==> src/rtl/ram_rr_arbiter.sv <==
// Two independent round-robin arbiters (write and read) sharing a simple dual-port RAM.
// Reads have a fixed 2-cycle response latency; the all-ones address is unbacked and flagged.
module ram_rr_arbiter #(
    parameter int ADDR_WIDTH = 1,
    parameter int WORD_SIZE  = 1,
    parameter int NREQ       = 2
) (
    input  logic                       clk,
    input  logic                       rst_n,
    input  logic [NREQ-1:0]            req_valid,
    input  logic [NREQ-1:0]            req_we,
    input  logic [NREQ*ADDR_WIDTH-1:0] req_addr,
    input  logic [NREQ*WORD_SIZE-1:0]  req_wdata,
    output logic [NREQ-1:0]            req_ready,
    output logic [NREQ-1:0]            rsp_valid,
    output logic                       rsp_err,
    output logic [WORD_SIZE-1:0]       rsp_data,
    output logic                       ram_we,
    output logic [ADDR_WIDTH-1:0]      ram_waddr,
    output logic [WORD_SIZE-1:0]       ram_wdata,
    output logic [ADDR_WIDTH-1:0]      ram_raddr,
    input  logic [WORD_SIZE-1:0]       ram_q,
    output logic [15:0]                err_cnt
);

    localparam int PTR_W = (NREQ > 1) ? $clog2(NREQ) : 1;

    // Returns {found, index} of the first candidate at or after ptr, wrapping modulo NREQ.
    function automatic logic [PTR_W:0] rr_pick(input logic [NREQ-1:0] cand,
                                               input logic [PTR_W-1:0] ptr);
        logic             found;
        logic [PTR_W-1:0] idx;
        int               k;
        found = 1'b0;
        idx   = '0;
        for (int off = 0; off < NREQ; off++) begin
            k = int'(ptr) + off;
            if (k >= NREQ) k = k - NREQ;
            if (!found && cand[k[PTR_W-1:0]]) begin
                found = 1'b1;
                idx   = k[PTR_W-1:0];
            end
        end
        return {found, idx};
    endfunction

    function automatic logic [PTR_W-1:0] ptr_after(input logic [PTR_W-1:0] idx);
        return (idx == PTR_W'(NREQ - 1)) ? '0 : idx + 1'b1;
    endfunction

    logic [PTR_W-1:0]      wr_ptr, rd_ptr;
    logic [ADDR_WIDTH-1:0] addr_arr  [NREQ];
    logic [WORD_SIZE-1:0]  wdata_arr [NREQ];

    logic                  wr_found, rd_found;
    logic [PTR_W-1:0]      wr_idx, rd_idx;
    logic [ADDR_WIDTH-1:0] wr_addr, rd_addr;
    logic [WORD_SIZE-1:0]  wr_data;
    logic                  wr_acc, rd_acc, conflict;
    logic                  wr_unb, rd_unb;
    logic [NREQ-1:0]       wr_gnt, rd_gnt;

    logic [NREQ-1:0]       rd_pend;
    logic                  rd_pend_err;
    logic [1:0]            err_inc;
    logic [16:0]           err_sum;

    always_comb begin
        for (int i = 0; i < NREQ; i++) begin
            addr_arr[i]  = req_addr[i*ADDR_WIDTH +: ADDR_WIDTH];
            wdata_arr[i] = req_wdata[i*WORD_SIZE +: WORD_SIZE];
        end
    end

    always_comb begin
        {wr_found, wr_idx} = rr_pick(req_valid & req_we, wr_ptr);
        {rd_found, rd_idx} = rr_pick(req_valid & ~req_we, rd_ptr);
        wr_addr = addr_arr[wr_idx];
        wr_data = wdata_arr[wr_idx];
        rd_addr = addr_arr[rd_idx];

        // A same-address read waits one cycle so it observes the write.
        conflict = wr_found && rd_found && (wr_addr == rd_addr);
        wr_acc   = rst_n && wr_found;
        rd_acc   = rst_n && rd_found && !conflict;
        wr_unb   = (wr_addr == '1);
        rd_unb   = (rd_addr == '1);

        wr_gnt = '0;
        rd_gnt = '0;
        if (wr_acc) wr_gnt[wr_idx] = 1'b1;
        if (rd_acc) rd_gnt[rd_idx] = 1'b1;
        req_ready = wr_gnt | rd_gnt;

        err_inc = {1'b0, wr_acc && wr_unb} + {1'b0, rd_acc && rd_unb};
        err_sum = {1'b0, err_cnt} + {15'd0, err_inc};
    end

    always_ff @(posedge clk) begin
        if (!rst_n) begin
            wr_ptr      <= '0;
            rd_ptr      <= '0;
            ram_we      <= 1'b0;
            ram_waddr   <= '0;
            ram_wdata   <= '0;
            ram_raddr   <= '0;
            rd_pend     <= '0;
            rd_pend_err <= 1'b0;
            rsp_valid   <= '0;
            rsp_err     <= 1'b0;
            err_cnt     <= '0;
        end else begin
            if (wr_acc) begin
                wr_ptr    <= ptr_after(wr_idx);
                ram_waddr <= wr_addr;
                ram_wdata <= wr_data;
            end
            ram_we <= wr_acc && !wr_unb;

            if (rd_acc) begin
                rd_ptr    <= ptr_after(rd_idx);
                ram_raddr <= rd_addr;
            end
            rd_pend     <= rd_gnt;
            rd_pend_err <= rd_acc && rd_unb;
            rsp_valid   <= rd_pend;
            rsp_err     <= rd_pend_err;

            err_cnt <= err_sum[16] ? 16'hFFFF : err_sum[15:0];
        end
    end

    // ram_q arrives in the response cycle; unbacked reads return zero.
    assign rsp_data = (|rsp_valid && !rsp_err) ? ram_q : '0;

endmodule
==> config.mk <==
export PLATFORM = sky130hd
export DESIGN_NAME = ram_rr_arbiter
export DESIGN_NICKNAME = d
export VERILOG_FILES = /design/src/rtl/ram_rr_arbiter.sv
export SDC_FILE = /design/constraint.sdc
export NUM_CORES = 1
export LEC_CHECK = 0
export ABC_AREA = 1
export CAP_MARGIN = 25
export CORE_ASPECT_RATIO = 1.2
export CORE_UTILIZATION = 40
export DETAILED_ROUTE_END_ITERATION = 7
export PLACE_DENSITY = 0.68
export SETUP_SLACK_MARGIN = 0.2
export SLEW_MARGIN = 20
export SYNTH_ARGS = -nofsm -noshare
export SYNTH_HDL_FRONTEND = slang
export SYNTH_SLANG_ARGS = --single-unit
==> constraint.sdc <==
create_clock -name clk -period 3.15 [get_ports clk]
set_input_delay 0.4725 -clock clk [delete_from_list [all_inputs] [get_ports clk]]
set_output_delay 0.4725 -clock clk [all_outputs]
set_load 0.02 [all_outputs]
Yosys cells after proc, flatten, opt, wreduce, memory -nomap -nowiden:

Cells that the tools add are included.

* register bits: 28
* output and inout port bits: 26
* logic and storage cells: 100

* add/sub/neg operators: 10
* $lt $le $gt $ge: 14
* eq/ne operators: 1
* multiplexer cells: 39
* bitwise gates (word level): 6
* reductions and logical operators: 19

Operators with widths (number)
* $mux 1: 34
* $add 16x2->17: 1
* $mux 16: 1
* $logic_and 1x1->1: 13
* $lt 1x2->1 const B: 6
* $ge 2x2->1 const B: 4
* $logic_not 1->1: 5
* $add 1x1->2 const B: 2
* $and 2x2->2: 2
* $ge 1x2->1 const B: 2
* $mux 2: 2
* $not 1->2: 2
* $sub 1x1->1 const B: 4
* $add 1x1->1 const B: 2
* $add 1x1->2: 1
* $demux 1 s1: 2
* $ge 1x1->1 const B: 2
* $not 2->2: 1
* $or 2x2->2: 1
* $reduce_or 2->1: 1
* $eq 1x1->1: 1

Logic depth before layout (Yosys ltp):

Gate-level depths: netlist of the first run.

* word-level depth: 20
* depth in mapped cells: 20
* depth with buffers taken out: 20

Worst setup path after synthesis of the first run:

Ideal clock, no wire load.

* path type: input to register
* start: input port req_valid[1]
* end: register err_cnt[12]
* arrival time: 2543 ps
* setup slack: 494 ps
* cell stages on the path: 19
* path buffers: 0
* cell sequence: nand2_1 clkinv_1 nand2_2 nand2_1 nand2_1 nand2_1 nand3_2 nand3_2 fa_1 inv_1 ha_1 nand3_4 nor2_4 nand2_2 nor2_4 nand2_2 xnor2_1 o21ai_1 inv_1

* longest elaborated chain between the ends: 19

RTL lines
* start, declared: line 10 `input logic [NREQ-1:0] req_valid,`
* $and 2x2->2, on equally long branches: line 76, 77
* $mux 1 (implied by the code) (2 in a row): line 39 `if (!found && cand[k[PTR_W-1:0]]) begin`
* $mux 1: line 39
* $logic_not 1->1: line 39
* $logic_and 1x1->1: line 39
* $mux 1: line 39
* $not 1->2, on equally long branches: line 78, 80
* $mux 1, on equally long branches (3 in a row): line 78, 80
* $eq 1x1->1: line 83 `conflict = wr_found && rd_found && (wr_addr == rd_addr);`
* $logic_and 1x1->1: line 83
* $logic_not 1->1: line 85 `rd_acc = rst_n && rd_found && !conflict;`
* $logic_and 1x1->1: line 85
* $logic_and 1x1->1: line 95 `err_inc = {1'b0, wr_acc && wr_unb} + {1'b0, rd_acc && rd_unb};`
* $add 1x1->2 (*): line 95
* $add 16x2->17 (*): line 96 `err_sum = {1'b0, err_cnt} + {15'd0, err_inc};`
* $mux 16 (*): line 129 `err_cnt <= err_sum[16] ? 16'hFFFF : err_sum[15:0];`
* end signal, assigned: line 129
* end, declared: line 23 `output logic [15:0] err_cnt`

Mark *: on every way between the ends. The rest lies on a longest branch, timed or not. The select of a mux whose other input is x is not followed.
A chain may end at the register's enable or synchronous reset.

Worst setup path after layout of the first run:

* start: input port rst_n
* end: register err_cnt[12]

* longest elaborated chain between the ends: 6

RTL lines
* start, declared: line 9 `input logic rst_n,`
* $logic_and 1x1->1 (2 in a row): line 85
* $logic_and 1x1->1: line 95
* $add 1x1->2: line 95
* $add 16x2->17: line 96
* $mux 16: line 129

Several ways; a longest one is shown, not always the timed one.

==> results of run 1 <==
worst paths after layout:
check / from / to / depth (start not counted)
max: rst_n / err_cnt[12] / 15
min: rd_pend[0] / rsp_valid[0] / 2
max reg2reg: rd_ptr / err_cnt[12] / 19
min reg2reg: rd_pend[0] / rsp_valid[0] / 2
sequential cells by signal (all words and copies together), names as in the netlist:
| name | cells |
|---|---|
| err_cnt | 16 |
| rsp_valid | 2 |
| rsp_err | 1 |
| rd_ptr | 1 |
| ram_waddr | 1 |
| ram_raddr | 1 |
| ram_we | 1 |
| ram_wdata | 1 |
| wr_ptr | 1 |
| rd_pend_err | 1 |
| rd_pend | 2 |
kinds of logic (layout without fill, tap and decap cells):
logic type	count (synthesis)	in the layout
adder cells (fa/ha/maj)	2	2
buffers and inverters	39	92
AO/OA/AOI/OAI	27	27
flip-flops	28	28
XOR/XNOR	5	5
AND/OR/NAND/NOR	91	91
power by group:
part	internal [mW]	switching (mW)	leakage, nW	total [mW]
Clock	0.170	0.118	0.0357	0.288
Combinational	0.0488	0.0532	0.671	0.102
Sequential	0.363	0.00513	0.227	0.369
worst reg2reg max path: stages, from the launching register on:
cell     delay, ns
dfxtp_1       0.34
inv_1         0.07
nand3_2       0.09
nand2_2       0.09
nand2_1       0.05
nand2_1       0.08
nand2_1       0.07
nand3_2       0.09
nand3_2       0.09
fa_2          0.37
inv_2         0.08
ha_4          0.15
nand3_4       0.11
nor2_4        0.14
nand2_2       0.08
nor2_4        0.14
nand2_2       0.08
xnor2_1       0.14
o21ai_1       0.12
inv_1         0.04
synth_stat cells, types with 2 or more instances:
library cell  number
nand2_2            6
xor2_1             3
nor2_4             2
o21ai_1            5
inv_1             32
inv_2              3
nor2_1            10
nor2_2             3
a31oi_1            4
xnor2_1            2
nand2_1           36
dfxtp_1           28
nand3_2            5
nand3b_1           2
o21ai_0            4
nor4_1             2
clkinv_1           2
nand4_1            4
nand3_1           13
a21oi_1           11
nor3_1             5
routing by layer:
metal,vias up,share of wire (%)
met5,-,0
met4,0,1.2
met3,4,2.7
met2,28,49
met1,630,47
li1,724,-
stage by stage:
stage	cell area, µm²	worst slack, ns	utilization, %	TNS, ns	std cells
after floorplan	1410	0.494	-	0	192
after global placement	1910	-0.0308	56.6	-0.0861	276
after detailed placement	1910	-0.121	56.6	-0.458	276
after CTS	1980	0.202	58.8	0	280
after global routing	2060	0.247	61.1	0	282
final	2060	0.425	61.1	0	282
layout make-up:
| class | count | area, µm² | area share [%] |
|---|---|---|---|
| clock buffers | 3 | 41.3 | 2.01 |
| clock inverters | 1 | 30.0 | 1.46 |
| inverters | 37 | 139 | 6.75 |
| multi-input cells | 125 | 757 | 36.8 |
| flip-flops and latches | 28 | 561 | 27.2 |
| well taps | 37 | 46.3 | 2.25 |
| repair buffers | 51 | 484 | 23.5 |
repair_timing:
action	CTS	global route
hold buffers	0	0
buffers inserted	0	2
pin swaps	0	5
gates resized for setup	2	17
setup endpoints to repair	2	17
==> impl_metrics.toml, run 1 <==
[synth]
synthXorXnorAreaFrac_pct = 3.11
synth_top_area_share_pct = 39.8
synth_cell_types = 31
synth-simple-area-share_pct = 33.9
synth_fp_nets = 205
synthFlopType = "dfxtp_1"
synthAdderAreaFrac_pct = 2.31
ys_seq_area_share_pct = 39.8
ys_ff_latch = 28
muxShareOfSynthArea_pct = 0
synth_compound_area_share_pct = 10.5
yosys_warnings = 0
synthArstFlopShare_pct = 0
avgSynthCellArea_um2 = 7.34
synth_top_family_by_area = "simple AND/OR/NAND/NOR gates"
synth_top_cell_by_area = "dfxtp_1"
synth_area_leaders = "dfxtp_1 (40%), nand2_1 (9.6%), inv_1 (8.5%), nand3_1 (4.6%), a21oi_1 (3.9%)"
synth-edff-count = 0
synth_area_mm2 = 0.00141
synthCells = 192

[floorplan]
ios = 37
coreArea_mm2 = 0.00337
die_height_um = 67.0
rows = 23
fp.dieArea_mm2 = 0.00377
start_util_pct = 41.9
die_w_um = 56.2

[pwr]
power_density_mw_per_mm2 = 369
total_power_mw = 0.759
p_leak_nw = 0.933
peakVddDrop_mv = 0.269

[clock_tree]
clk_pin_slew_ns = 0.10
cts_root_buf = "clkbuf_8"
clockBufferDepth = 2
clk_latency_ns = 0.28
cts_inserted_buffers = 3
htree_num_levels = 1
cts.sinks = 28
cts_tree = "yes"

[layout]
area_growth_pct = 46.0
antenna_cells = 0
nets = 259
fillCellCount = 307
drive_gt1_share_pct = 20.4
layout_common_cells = "nand2_1 (35), inv_1 (30), clkdlybuf4s50_1 (30), dfxtp_1 (28), buf_4 (15)"
final_common_cell = "nand2_1"

[place]
dp_hpwl_um = 2290
port_buffers = 36
gp_congestion = 0.807

[timing]
finClkSkew_ns = 0.00297
hold_viol = 0
fmax_mhz = 367
slew_headroom_pct = 78.6
rsz0062_at_grt = "false"
drv_slew = 0
tightest_slew_ns = 0.321
whs_ns = 0.423
fin_crit_sh_pct = 86.5
setup_viol = 0
fin_crit_ns = 2.73

[setup_path]
regToRegSetupSlack_ns = 0.65
cp_top_family = "buffers and inverters"
critPathCaptureType = "register"
required_ns = 3.34
critPathMaxFanout = 6
critPathSlowestCell = "clkdlybuf4s50_1"
critPathKind = "primary input to register"
crit_chain = "clkdlybuf4s50_1 -> clkinv_1 -> a21oi_2 -> nand3_2 -> fa_2 -> inv_2 -> ha_4 -> nand3_4 -> nor2_4 -> nand2_2 -> nor2_4 -> nand2_2 -> xnor2_1 -> o21ai_1 -> inv_1"
slowest_delay_ns = 0.48
crit_arrival_ns = 2.91
path_buf_inv = 4
cp-start-kind = "primary input"

[route]
drtIter0Drc = 45
drtPass1Iterations = 4
drc = 0
vias = 1386
routed_wl_um = 3210
viasPerCell = 4.91
ant_nets = 0
wl_per_cell_um = 11.4

[worst_hold_path]
hold_path.class = "register to register"

[global_route]
grt_util_met3_pct = 2.33
gr-total-overflow = 0
track_usage_pct = 16.9
grt_util_met2_pct = 29.0
grt_pass1_wl_um = 5020
antenna_found_initial = 0
grt_max_degree = 17
grt.busiest_layer = "met2"
globalRouteMet1Util_pct = 21.5
first_global_vias = 1183

[outcome]
status = "finished, final reports clean"

[flow_run]
maxCapViolations = 0
No activity file was read; power rests on OpenSTA's default activity.
==> inputs of run 2 (changes only) <==
Settings changed: CORE_UTILIZATION 40 to 48, PLACE_DENSITY 0.68 to 0.79, SKIP_CTS_REPAIR_TIMING from default to 1.
==> run 2 against run 1 <==
- sequential share of layout area up 1.0 points
- highest routed layer unchanged
- register-to-register slack better by 0.03 ns
- clock power shrank 41%
- worst hold slack gained 0.00083 ns
- critical endpoint is now err_cnt[10]
==> impl_metrics.toml, run 2 (same netlist as run 1, synthesis figures left out) <==
[outcome]
status = "finished, final reports clean"

[floorplan]
fp.dieArea_mm2 = 0.00316
ios = 37
rows = 21
die_w_um = 51.5
die_height_um = 61.4
coreArea_mm2 = 0.00279
start_util_pct = 50.6

[layout]
largest_reg_flops = 16
antenna_cells = 0
seq_area_um2 = 561
top_register = "err_cnt"
fillCellCount = 250
fin_util_pct = 71.2
reg_top3 = "err_cnt x16, rd_pend x2, rsp_valid x2"
multi_input_area_um2 = 733
final_common_cell = "nand2_1"
layout_common_cells = "nand2_1 (36), inv_1 (31), clkdlybuf4s50_1 (31), dfxtp_1 (28), buf_4 (13)"
nets = 257
drive_gt1_share_pct = 18.5
area_growth_pct = 40.6

[timing]
fin_crit_ns = 2.75
hold_viol = 0
tightest_slew_ns = 0.333
fin_crit_sh_pct = 87.3
drv_slew = 0
final.setup.tns_ns = 0
finClkSkew_ns = 0.00935
fmax_mhz = 364
slew_headroom_pct = 77.7
rsz0062_at_grt = "false"
setup_viol = 0

[worst_hold_path]
whs_endpoint = "rsp_err"
hold_path.class = "register to register"
hold_start = "rd_pend_err"
min_path_cells = 2

[place]
dp_hpwl_um = 2420
gp_congestion = 0.841
port_buffers = 36

[pwr]
p_clk_share_pct = 26.6
peakVddDrop_mv = 0.226
p_switching_mw = 0.159
combPwrFrac_pct = 16.1
p_leak_nw = 0.899
power_density_mw_per_mm2 = 325
intPower_mw = 0.485
seqPwrFrac_pct = 57.3
p_sw_share_pct = 24.7

[setup_path]
regToRegSetupSlack_ns = 0.68
r2r_cells = 20
cp-start-kind = "primary input"
reg2reg_to = "err_cnt[10]"
required_ns = 3.38
crit_arrival_ns = 2.98
rr_startpoint = "rd_ptr"
critPathMaxFanout = 4
critPathCaptureType = "register"
critPathKind = "primary input to register"

[route]
viasPerCell = 5.04
drtPass1Iterations = 4
routed_wl_um = 3100
ant_nets = 0
vias = 1396
wl_per_cell_um = 11.2
drtIter0Drc = 23
drc = 0

[clock_tree]
clockBufferDepth = 2
htree_num_levels = 1
cts_root_buf = "clkbuf_4"
cts.sinks = 28
clk_pin_slew_ns = 0.13
cts_tree = "yes"
clk_latency_ns = 0.32
cts_inserted_buffers = 3

[global_route]
track_usage_pct = 21.1
gr-total-overflow = 0
grt_pass1_wl_um = 4970
grt_max_degree = 16
antenna_found_initial = 0
first_global_vias = 1267

[flow_run]
maxCapViolations = 0
[run 2: per-stage QoR]
| stage | power [mW] | instance area (µm²) | worst slack (ns) | hold slack (ns) | std cells |
|---|---|---|---|---|---|
| finish | 0.643 | 1980 | 0.399 | 0.424 | 277 |
| floorplan | 0.425 | 1410 | 0.494 | 0.390 | 192 |
| global route | 0.678 | 1980 | 0.229 | 0.460 | 277 |
| CTS | 0.650 | 1940 | 0.202 | 0.426 | 277 |
| detailed placement | 0.478 | 1900 | -0.0658 | 0.398 | 273 |
| global placement | 0.477 | 1900 | 0.0376 | 0.394 | 273 |
[run 2: worst max-delay path: stages]
cell	delay, ns
clkdlybuf4s50_1	0.47
inv_1	0.06
nor2_4	0.12
nand3_1	0.10
nand2_1	0.09
nand2_1	0.06
nand3_2	0.07
nand3_2	0.08
fa_1	0.41
inv_2	0.08
ha_4	0.15
nand3_4	0.11
nor2_4	0.12
nand2_2	0.07
nor2_4	0.12
inv_2	0.05
o21ai_2	0.09
nand2_1	0.06
o21ai_1	0.14
inv_1	0.05
[run 2: final cells by class]
cell class,instances,area share (%)
Sequential cell,28,28.3
Inverter,37,7.01
Clock buffer,4,1.83
Timing Repair Buffer,49,23.7
Multi-Input combinational cell,125,37.0
Tap cell,34,2.15
[run 2: routing by layer]
metal	GRT usage [%]	part of all wire, %	wire length [µm]	vias to the layer above
li1	-	-	-	720
met4	9.27	1.2	36	0
met3	2.96	2.0	61	4
met5	0	0	0	-
met1	22.7	43	1330	648
met2	40.8	54	1670	24
[run 2: worst max path at each step]
stage,startpoint,end,slack [ns]
after floorplan,req_valid[1],err_cnt[12],0.49
after global placement,req_valid[1],err_cnt[12],0.04
after detailed placement,req_valid[0],err_cnt[10],-0.07
after CTS,req_valid[1],req_ready[0],0.20
after global routing,req_valid[1],err_cnt[10],0.23
final,req_valid[1],err_cnt[10],0.40
[run 2: power by group through the flow]
stage	Combinational [mW]	Clock, mW	Sequential [mW]
2_1_floorplan	0.0418	0	0.383
3_3_place_gp	0.101	0	0.376
3_5_place_dp	0.102	0	0.376
4_1_cts	0.102	0.179	0.369
5_1_grt	0.115	0.194	0.370
6_report	0.104	0.171	0.369
